`config.mk`:
```
export PLATFORM = sky130hd
export DESIGN_NAME = filter_config_ctrl_flat
export DESIGN_NICKNAME = d
export VERILOG_FILES = /design/src/rtl/filter_pkg.sv /design/src/rtl/filter_config_if.sv /design/src/rtl/key_autorepeat.sv /design/src/rtl/filter_config_ctrl.sv /design/src/flat_wrapper.sv
export SDC_FILE = /design/constraint.sdc
export NUM_CORES = 1
export LEC_CHECK = 0
export CAP_MARGIN = 20
export CORE_ASPECT_RATIO = 0.6
export CORE_MARGIN = 2
export CORE_UTILIZATION = 63
export CTS_CLUSTER_SIZE = 16
export DETAILED_ROUTE_END_ITERATION = 7
export PLACE_DENSITY = 0.85
export SYNTH_ARGS = -nofsm -noshare
export SYNTH_HDL_FRONTEND = slang
export SYNTH_SLANG_ARGS = --single-unit
```
`constraint.sdc`:
```
create_clock -name clk -period 6.4 [get_ports clk]
set_input_delay 1.92 -clock clk [delete_from_list [all_inputs] [get_ports clk]]
set_output_delay 1.92 -clock clk [all_outputs]
set_load 0.02 [all_outputs]
```
`src/rtl/filter_pkg.sv`:
```
// Shared types for the filter selection FSM and the filter configuration controller.
package filter_pkg;

  typedef enum logic [1:0] {
    COLOUR     = 2'b00,
    BLUR       = 2'b01,
    BRIGHTNESS = 2'b10,
    EDGES      = 2'b11
  } filter_type_t;

  typedef enum logic [1:0] {
    IDLE   = 2'b00,
    DELAY  = 2'b01,
    REPEAT = 2'b10
  } repeat_state_t;

endpackage

```
`src/rtl/filter_config_if.sv`:
```
// Button/frame inputs and committed filter parameters of the configuration controller.
interface filter_config_if
  import filter_pkg::*;
#(
  parameter int LEVEL_BITS = 4
);
  filter_type_t          filter_type;
  logic                  inc_held;
  logic                  dec_held;
  logic                  frame_start;
  logic [1:0]            colour_sel;
  logic [LEVEL_BITS-1:0] blur_level;
  logic [LEVEL_BITS-1:0] brightness;
  logic [LEVEL_BITS-1:0] edge_thresh;
  logic                  cfg_pending;
  logic                  cfg_update;
  repeat_state_t         rpt_state;

  // No valid/ready handshake: inputs are levels or pulses sampled every clk,
  // outputs are registered and only change on a commit or reset.
  modport master (
    output filter_type, inc_held, dec_held, frame_start,
    input  colour_sel, blur_level, brightness, edge_thresh,
    input  cfg_pending, cfg_update, rpt_state
  );

  modport slave (
    input  filter_type, inc_held, dec_held, frame_start,
    output colour_sel, blur_level, brightness, edge_thresh,
    output cfg_pending, cfg_update, rpt_state
  );
endinterface

```
`src/rtl/key_autorepeat.sv`:
```
// Press edge detect and IDLE/DELAY/REPEAT auto-repeat for an inc/dec button pair.
module key_autorepeat
  import filter_pkg::*;
#(
  parameter int REPEAT_DELAY  = 2500,
  parameter int REPEAT_PERIOD = 500
) (
  input  logic          clk,
  input  logic          reset,
  input  logic          inc_held,
  input  logic          dec_held,
  input  logic          cancel,
  output logic          step_up,
  output logic          step_dn,
  output repeat_state_t state
);
  localparam int MAX_LOAD = (REPEAT_DELAY > REPEAT_PERIOD) ? REPEAT_DELAY : REPEAT_PERIOD;
  localparam int CNT_W    = (MAX_LOAD > 2) ? $clog2(MAX_LOAD) : 1;
  localparam logic [CNT_W-1:0] LOAD_DELAY  = CNT_W'(REPEAT_DELAY - 1);
  localparam logic [CNT_W-1:0] LOAD_PERIOD = CNT_W'(REPEAT_PERIOD - 1);

  repeat_state_t    state_nxt;
  logic [CNT_W-1:0] cnt, cnt_nxt;
  logic             dir_up, dir_nxt;
  logic             inc_q, dec_q;
  logic             step, press, still_held;

  // Edge history tracks the buttons even during reset, so a button held
  // through reset never looks like a fresh press afterwards.
  always_ff @(posedge clk) begin
    inc_q <= inc_held;
    dec_q <= dec_held;
  end

  always_ff @(posedge clk) begin
    if (reset) begin
      state  <= IDLE;
      cnt    <= '0;
      dir_up <= 1'b0;
    end else begin
      state  <= state_nxt;
      cnt    <= cnt_nxt;
      dir_up <= dir_nxt;
    end
  end

  always_comb begin
    state_nxt  = state;
    cnt_nxt    = cnt;
    dir_nxt    = dir_up;
    step       = 1'b0;
    press      = (inc_held ^ dec_held) &
                 ((inc_held & ~inc_q) | (dec_held & ~dec_q));
    still_held = dir_up ? (inc_held & ~dec_held) : (dec_held & ~inc_held);
    case (state)
      IDLE: begin
        if (press) begin
          state_nxt = DELAY;
          cnt_nxt   = LOAD_DELAY;
          dir_nxt   = inc_held;
          step      = 1'b1;
        end
      end
      DELAY, REPEAT: begin
        if (cancel || !still_held) begin
          state_nxt = IDLE;
        end else if (cnt == '0) begin
          state_nxt = REPEAT;
          cnt_nxt   = LOAD_PERIOD;
          step      = 1'b1;
        end else begin
          cnt_nxt = cnt - 1'b1;
        end
      end
      default: state_nxt = IDLE;
    endcase
    step_up = step & dir_nxt;
    step_dn = step & ~dir_nxt;
  end

endmodule

```
`src/rtl/filter_config_ctrl.sv`:
```
// Shadow/active filter parameters: button steps edit the shadow, frame_start commits it.
module filter_config_ctrl
  import filter_pkg::*;
#(
  parameter int LEVEL_BITS     = 4,
  parameter int BLUR_MAX       = 3,
  parameter int BRIGHT_DEFAULT = 8,
  parameter int EDGE_DEFAULT   = 6,
  parameter int REPEAT_DELAY   = 2500,
  parameter int REPEAT_PERIOD  = 500
) (
  input logic             clk,
  input logic             reset,
  filter_config_if.slave  cfg
);
  localparam logic [LEVEL_BITS-1:0] BLUR_TOP = LEVEL_BITS'(BLUR_MAX);
  localparam logic [LEVEL_BITS-1:0] LVL_TOP  = '1;

  logic                  step_up, step_dn, cancel;
  filter_type_t          ft_q;
  logic [1:0]            sh_col, sh_col_nxt, act_col, act_col_nxt;
  logic [LEVEL_BITS-1:0] sh_blur, sh_blur_nxt, act_blur, act_blur_nxt;
  logic [LEVEL_BITS-1:0] sh_bri, sh_bri_nxt, act_bri, act_bri_nxt;
  logic [LEVEL_BITS-1:0] sh_edge, sh_edge_nxt, act_edge, act_edge_nxt;
  logic                  pending, update;

  // A repeat run belongs to one filter; switching filters ends it.
  always_ff @(posedge clk) ft_q <= cfg.filter_type;
  assign cancel = (cfg.filter_type != ft_q);

  key_autorepeat #(
    .REPEAT_DELAY  (REPEAT_DELAY),
    .REPEAT_PERIOD (REPEAT_PERIOD)
  ) u_repeat (
    .clk      (clk),
    .reset    (reset),
    .inc_held (cfg.inc_held),
    .dec_held (cfg.dec_held),
    .cancel   (cancel),
    .step_up  (step_up),
    .step_dn  (step_dn),
    .state    (cfg.rpt_state)
  );

  always_comb begin
    sh_col_nxt  = sh_col;
    sh_blur_nxt = sh_blur;
    sh_bri_nxt  = sh_bri;
    sh_edge_nxt = sh_edge;
    case (cfg.filter_type)
      COLOUR: begin
        if (step_up)      sh_col_nxt = sh_col + 2'd1;
        else if (step_dn) sh_col_nxt = sh_col - 2'd1;
      end
      BLUR: begin
        if (step_up && sh_blur < BLUR_TOP)     sh_blur_nxt = sh_blur + 1'b1;
        else if (step_dn && sh_blur != '0)     sh_blur_nxt = sh_blur - 1'b1;
      end
      BRIGHTNESS: begin
        if (step_up && sh_bri != LVL_TOP)      sh_bri_nxt = sh_bri + 1'b1;
        else if (step_dn && sh_bri != '0)      sh_bri_nxt = sh_bri - 1'b1;
      end
      EDGES: begin
        if (step_up && sh_edge != LVL_TOP)     sh_edge_nxt = sh_edge + 1'b1;
        else if (step_dn && sh_edge != '0)     sh_edge_nxt = sh_edge - 1'b1;
      end
      default: ;
    endcase
    // Commit takes the pre-step shadow; a step in the commit cycle waits a frame.
    act_col_nxt  = cfg.frame_start ? sh_col  : act_col;
    act_blur_nxt = cfg.frame_start ? sh_blur : act_blur;
    act_bri_nxt  = cfg.frame_start ? sh_bri  : act_bri;
    act_edge_nxt = cfg.frame_start ? sh_edge : act_edge;
  end

  always_ff @(posedge clk) begin
    if (reset) begin
      sh_col   <= '0;
      sh_blur  <= '0;
      sh_bri   <= LEVEL_BITS'(BRIGHT_DEFAULT);
      sh_edge  <= LEVEL_BITS'(EDGE_DEFAULT);
      act_col  <= '0;
      act_blur <= '0;
      act_bri  <= LEVEL_BITS'(BRIGHT_DEFAULT);
      act_edge <= LEVEL_BITS'(EDGE_DEFAULT);
      pending  <= 1'b0;
      update   <= 1'b0;
    end else begin
      sh_col   <= sh_col_nxt;
      sh_blur  <= sh_blur_nxt;
      sh_bri   <= sh_bri_nxt;
      sh_edge  <= sh_edge_nxt;
      act_col  <= act_col_nxt;
      act_blur <= act_blur_nxt;
      act_bri  <= act_bri_nxt;
      act_edge <= act_edge_nxt;
      update   <= cfg.frame_start &&
                  ({sh_col, sh_blur, sh_bri, sh_edge} != {act_col, act_blur, act_bri, act_edge});
      pending  <= {sh_col_nxt, sh_blur_nxt, sh_bri_nxt, sh_edge_nxt} !=
                  {act_col_nxt, act_blur_nxt, act_bri_nxt, act_edge_nxt};
    end
  end

  assign cfg.colour_sel  = act_col;
  assign cfg.blur_level  = act_blur;
  assign cfg.brightness  = act_bri;
  assign cfg.edge_thresh = act_edge;
  assign cfg.cfg_pending = pending;
  assign cfg.cfg_update  = update;

endmodule

```
`src/flat_wrapper.sv`:
```
// flat-port wrapper written by rule: the top's interface ports become plain ports
module filter_config_ctrl_flat import filter_pkg::*;
#(
  parameter int LEVEL_BITS     = 4,
  parameter int BLUR_MAX       = 3,
  parameter int BRIGHT_DEFAULT = 8,
  parameter int EDGE_DEFAULT   = 6,
  parameter int REPEAT_DELAY   = 2500,
  parameter int REPEAT_PERIOD  = 500
)
  (clk, reset, cfg_filter_type, cfg_inc_held, cfg_dec_held, cfg_frame_start, cfg_colour_sel, cfg_blur_level, cfg_brightness, cfg_edge_thresh, cfg_cfg_pending, cfg_cfg_update, cfg_rpt_state);
  filter_config_if #(.LEVEL_BITS(LEVEL_BITS)) cfg_i ();
  input logic clk;
  input logic reset;
  input wire logic [$bits(cfg_i.filter_type)-1:0] cfg_filter_type;
  input wire logic [$bits(cfg_i.inc_held)-1:0] cfg_inc_held;
  input wire logic [$bits(cfg_i.dec_held)-1:0] cfg_dec_held;
  input wire logic [$bits(cfg_i.frame_start)-1:0] cfg_frame_start;
  output wire logic [$bits(cfg_i.colour_sel)-1:0] cfg_colour_sel;
  output wire logic [$bits(cfg_i.blur_level)-1:0] cfg_blur_level;
  output wire logic [$bits(cfg_i.brightness)-1:0] cfg_brightness;
  output wire logic [$bits(cfg_i.edge_thresh)-1:0] cfg_edge_thresh;
  output wire logic [$bits(cfg_i.cfg_pending)-1:0] cfg_cfg_pending;
  output wire logic [$bits(cfg_i.cfg_update)-1:0] cfg_cfg_update;
  output wire logic [$bits(cfg_i.rpt_state)-1:0] cfg_rpt_state;
  assign cfg_i.filter_type = cfg_filter_type;
  assign cfg_i.inc_held = cfg_inc_held;
  assign cfg_i.dec_held = cfg_dec_held;
  assign cfg_i.frame_start = cfg_frame_start;
  assign cfg_colour_sel = cfg_i.colour_sel;
  assign cfg_blur_level = cfg_i.blur_level;
  assign cfg_brightness = cfg_i.brightness;
  assign cfg_edge_thresh = cfg_i.edge_thresh;
  assign cfg_cfg_pending = cfg_i.cfg_pending;
  assign cfg_cfg_update = cfg_i.cfg_update;
  assign cfg_rpt_state = cfg_i.rpt_state;
  filter_config_ctrl #(.LEVEL_BITS(LEVEL_BITS), .BLUR_MAX(BLUR_MAX), .BRIGHT_DEFAULT(BRIGHT_DEFAULT), .EDGE_DEFAULT(EDGE_DEFAULT), .REPEAT_DELAY(REPEAT_DELAY), .REPEAT_PERIOD(REPEAT_PERIOD)) u_core (.clk(clk), .reset(reset), .cfg(cfg_i));
endmodule
```
==> results.py <==
metrics = {
    "timing": {
        "final_min_period_over_clock_period_pct": 76.3,
        "unrepaired_setup_endpoints_after_global_routing": "false",
        "tightest_slew_ns": 0.624,
        "finClkSkew_ns": 0.00623,
        "timing_hold_violations_final": 0,
        "fin_tns_setup_ns": 0,
        "hold_slack_ns": 0.506,
        "finalCriticalPeriod_ns": 4.88,
        "max_transition_margin_pct": 58.3,
        "slew_viol_final": 0,
        "setup_viol": 0,
        "fmaxAchievable_mhz": 205,
    },
    "drt": {
        "wl_cell_um": 17.2,
        "drtPass1Iterations": 6,
        "drc": 0,
        "via_per_inst": 6.32,
        "route.final.wire_length_mm": 7.93,
        "ant_nets": 0,
        "drt_first_iter_violations": 320,
        "vias": 2922,
    },
    "cells_and_area": {
        "antenna_cells_inserted": 0,
        "nets": 419,
        "proportion_of_layout_cells_with_a_drive_suffix_above_1_pct": 6.77,
        "post-route-cell-area_um2": 3530,
        "layout-area-overhead-vs-synth_pct": 11.1,
        "final.fill_count": 360,
    },
    "die": {
        "initial_core_utilization_pct": 67.6,
        "die_area_um2": 5650,
        "die_w_um": 95.7,
        "placement_rows": 19,
        "core_region_area_um2": 4710,
        "fp.dieH_um": 59.0,
        "ios": 25,
    },
    "worst_setup_path": {
        "critical_path_buf_inv_count": 2,
        "crit_path_end_kind": "flop",
        "critical_path.top_delay_family": "compound AO/OA/AOI/OAI gates",
        "worst_setup_path_start_kind": "input port",
        "crit_path_kind": "in -> reg",
        "cp_slowest_stage_delay_ns": 0.52,
        "ordered_cell_list_for_the_critical_path": "clkdlybuf4s50_1, inv_1, ha_1, a211o_1, a21o_1, a21boi_0, o21ai_0, a32o_1, nor4b_1, a41oi_1",
        "critPathSlowestCell": "clkdlybuf4s50_1",
        "timing.critical_path.fanout_max": 14,
        "setup.reg_to_reg.worst_slack_ns": 3.00,
        "worstPathArrival_ns": 5.05,
        "worst_ep_required_time_ns": 6.57,
    },
    "global_routing": {
        "globalRouteMet2Util_pct": 40.2,
        "antenna_found_initial": 0,
        "grt.busiest_layer": "met1",
        "grt_pass1_vias": 2645,
        "gr-usage-all-layers_pct": 30.7,
        "use_met1_pct": 50.0,
        "gr-usage-met3_pct": 5.98,
        "grt.overflow.total": 0,
        "grt_start_max_net_pins": 43,
        "grt_pass1_wl_mm": 13.3,
    },
    "hold_path": {
        "timing.hold.worst.class": "reg -> reg",
    },
    "cts": {
        "cts_setup_buffers": 0,
        "cts-hold-fix-buffers": 0,
        "max-clock-path-buffers": 2,
        "post_cts.resized_instances": 0,
        "clk-insertion-delay-late_ns": 0.30,
        "clock_tree.htree_level_count": 2,
        "path_clk_slew_ns": 0.09,
        "cts_tree": "yes",
        "number_of_clock_sinks_seen_by_cts": 49,
        "cts_made_buffers": 5,
        "root_buffer": "clkbuf_8",
    },
    "yosys": {
        "yosys.area_share.xor_xnor_pct": 8.54,
        "synthesis.area_per_instance_um2": 8.26,
        "synthSimpleGateAreaFrac_pct": 26.0,
        "synth_cell_types": 63,
        "synth-main-ff-cell": "dfxtp_1",
        "synth_compound_area_share_pct": 18.4,
        "sequential_to_total_area_share_from_yosys_stat_pct": 30.8,
        "largest_family_of_logic_cells_by_synthesized_area": "simple AND/OR/NAND/NOR gates",
        "yosysWarningCount": 0,
        "synthMuxAreaShare_pct": 5.74,
        "post_synthesis_cell_area_um2": 3180,
        "syn-instance-count": 385,
        "ys_async_sr_fraction_pct": 0,
        "synth_seq_cells": 49,
        "synth-edff-count": 0,
        "yosys.area_share.adder_pct": 5.51,
        "synthesis.nets": 406,
    },
    "power": {
        "fin_total_pwr_uw": 955,
        "max-vdd-ir-drop_mv": 0.204,
        "cellPowerDensity_nw_per_um2": 270,
        "power_leakage_nw": 1.35,
    },
    "placement": {
        "placement.cell_area_um2": 3430,
        "io_buffer_count": 24,
        "hpwl_mm": 5.91,
        "finalWeightedCongestion": 0.994,
    },
    "flow_run": {
        "timing.max_cap.violations": 0,
    },
    "status": {
        "result_of_the_run": "completed",
    },
}
layer usage:
| metal | vias to the layer above | wire length, µm | part of all wire [%] |
|---|---|---|---|
| li1 | 1408 | - | - |
| met1 | 1351 | 3950 | 50 |
| met2 | 152 | 3080 | 39 |
| met3 | 9 | 790 | 10 |
| met4 | 2 | 52 | 0.66 |
| met5 | - | 55 | 0.69 |
registers in the layout, indices dropped and copies added, names as in the netlist:
| register | cells |
|---|---|
| u_core.u_repeat.dec_q | 1 |
| u_core.sh_edge | 4 |
| u_core.cfg.brightness | 4 |
| u_core.sh_bri | 4 |
| u_core.cfg.blur_level | 4 |
| u_core.cfg.colour_sel | 2 |
| u_core.sh_col | 2 |
| u_core.u_repeat.state | 2 |
| u_core.u_repeat.cnt | 12 |
| u_core.sh_blur | 4 |
| u_core.cfg.edge_thresh | 4 |
| u_core.cfg.cfg_update | 1 |
| u_core.u_repeat.dir_up | 1 |
| u_core.ft_q | 2 |
| u_core.u_repeat.inc_q | 1 |
| u_core.cfg.cfg_pending | 1 |
path summary, 6_finish.rpt:
path | depth (start not counted) | end | from
max | 10 | u_core.cfg.cfg_pending | cfg_dec_held
min | 1 | u_core.u_repeat.cnt[0] | u_core.u_repeat.cnt[0]
max reg2reg | 8 | u_core.cfg.cfg_pending | u_core.u_repeat.cnt[6]
min reg2reg | 1 | u_core.u_repeat.cnt[0] | u_core.u_repeat.cnt[0]
final cells by class:
| cell class | instances | area (µm²) | share of cell area (%) |
|---|---|---|---|
| Multi-Input combinational cell | 297 | 2040 | 57.8 |
| Tap cell | 63 | 78.8 | 2.23 |
| Clock buffer | 7 | 96.3 | 2.73 |
| Timing Repair Buffer | 27 | 263 | 7.43 |
| Inverter | 18 | 67.6 | 1.91 |
| Sequential cell | 49 | 981 | 27.8 |
| Clock inverter | 1 | 5.00 | 0.142 |
cells in the mapped netlist (4+ instances only):
cell      instances  share of area (%)
a211o_1           5                1.4
a21o_1            4               0.94
a21oi_1          17                2.7
a311oi_1          6                1.7
a31oi_1           5               0.98
and3_1            5               0.98
clkbuf_1         17                2.0
dfxtp_1          49                 31
ha_1             14                5.5
inv_1            18                2.1
mux2i_1          16                5.0
nand2_1          21                2.5
nand2b_1          7                1.4
nand3_1          10                1.6
nand4_1           6                1.2
nor2_1           55                6.5
nor2b_1           4               0.79
nor3_1           12                1.9
nor4_1            7                1.4
nor4b_1           4                1.1
o21ai_0           8                1.3
o31ai_1           4               0.94
or3_1             9                1.8
xnor2_1          27                7.4
xor2_1            4                1.1
stage by stage:
stage	worst slack [ns]	utilization, %	cells
CTS	1.54	75.1	462
finish	1.52	75.1	462
global route	1.29	75.1	462
global placement	1.35	72.9	454
floorplan	2.00	-	385
detailed placement	1.22	72.9	454
placed cells by master (no fill, tap or decap), drive strengths merged, types with 3 or more instances in the layout:
master	Yosys	final
nor2	55	55
dfxtp	49	49
xnor2	27	27
clkdlybuf4s50	0	24
nand2	22	22
inv	18	18
a21oi	17	17
mux2i	16	16
ha	14	14
nor3	12	12
nand3	10	10
or3	10	10
o21ai	9	9
nand2b	7	7
nor4	7	7
clkbuf	17	7
nand4	6	6
a311oi	6	6
a211o	5	5
and3	5	5
a31oi	5	5
or4	5	5
nor4b	4	4
a21o	4	4
xor2	4	4
o31ai	4	4
nor2b	4	4
buf	4	3
a2111oi	3	3
power by group:
| group | internal (mW) | switching [mW] | total, mW |
|---|---|---|---|
| logic | 0.158 | 0.216 | 0.373 |
| registers | 0.337 | 0.0408 | 0.378 |
| clock network | 0.0980 | 0.106 | 0.204 |
kinds of logic after synthesis:
family | count (synthesis)
adders and majority gates | 14
muxes | 18
AOI/OAI and AO/OA | 75
DFF | 49
buffers and inverters | 39
and+or+nand+nor | 159
xor gates and xnor gates | 31
Power figures use the tool's default switching activity.
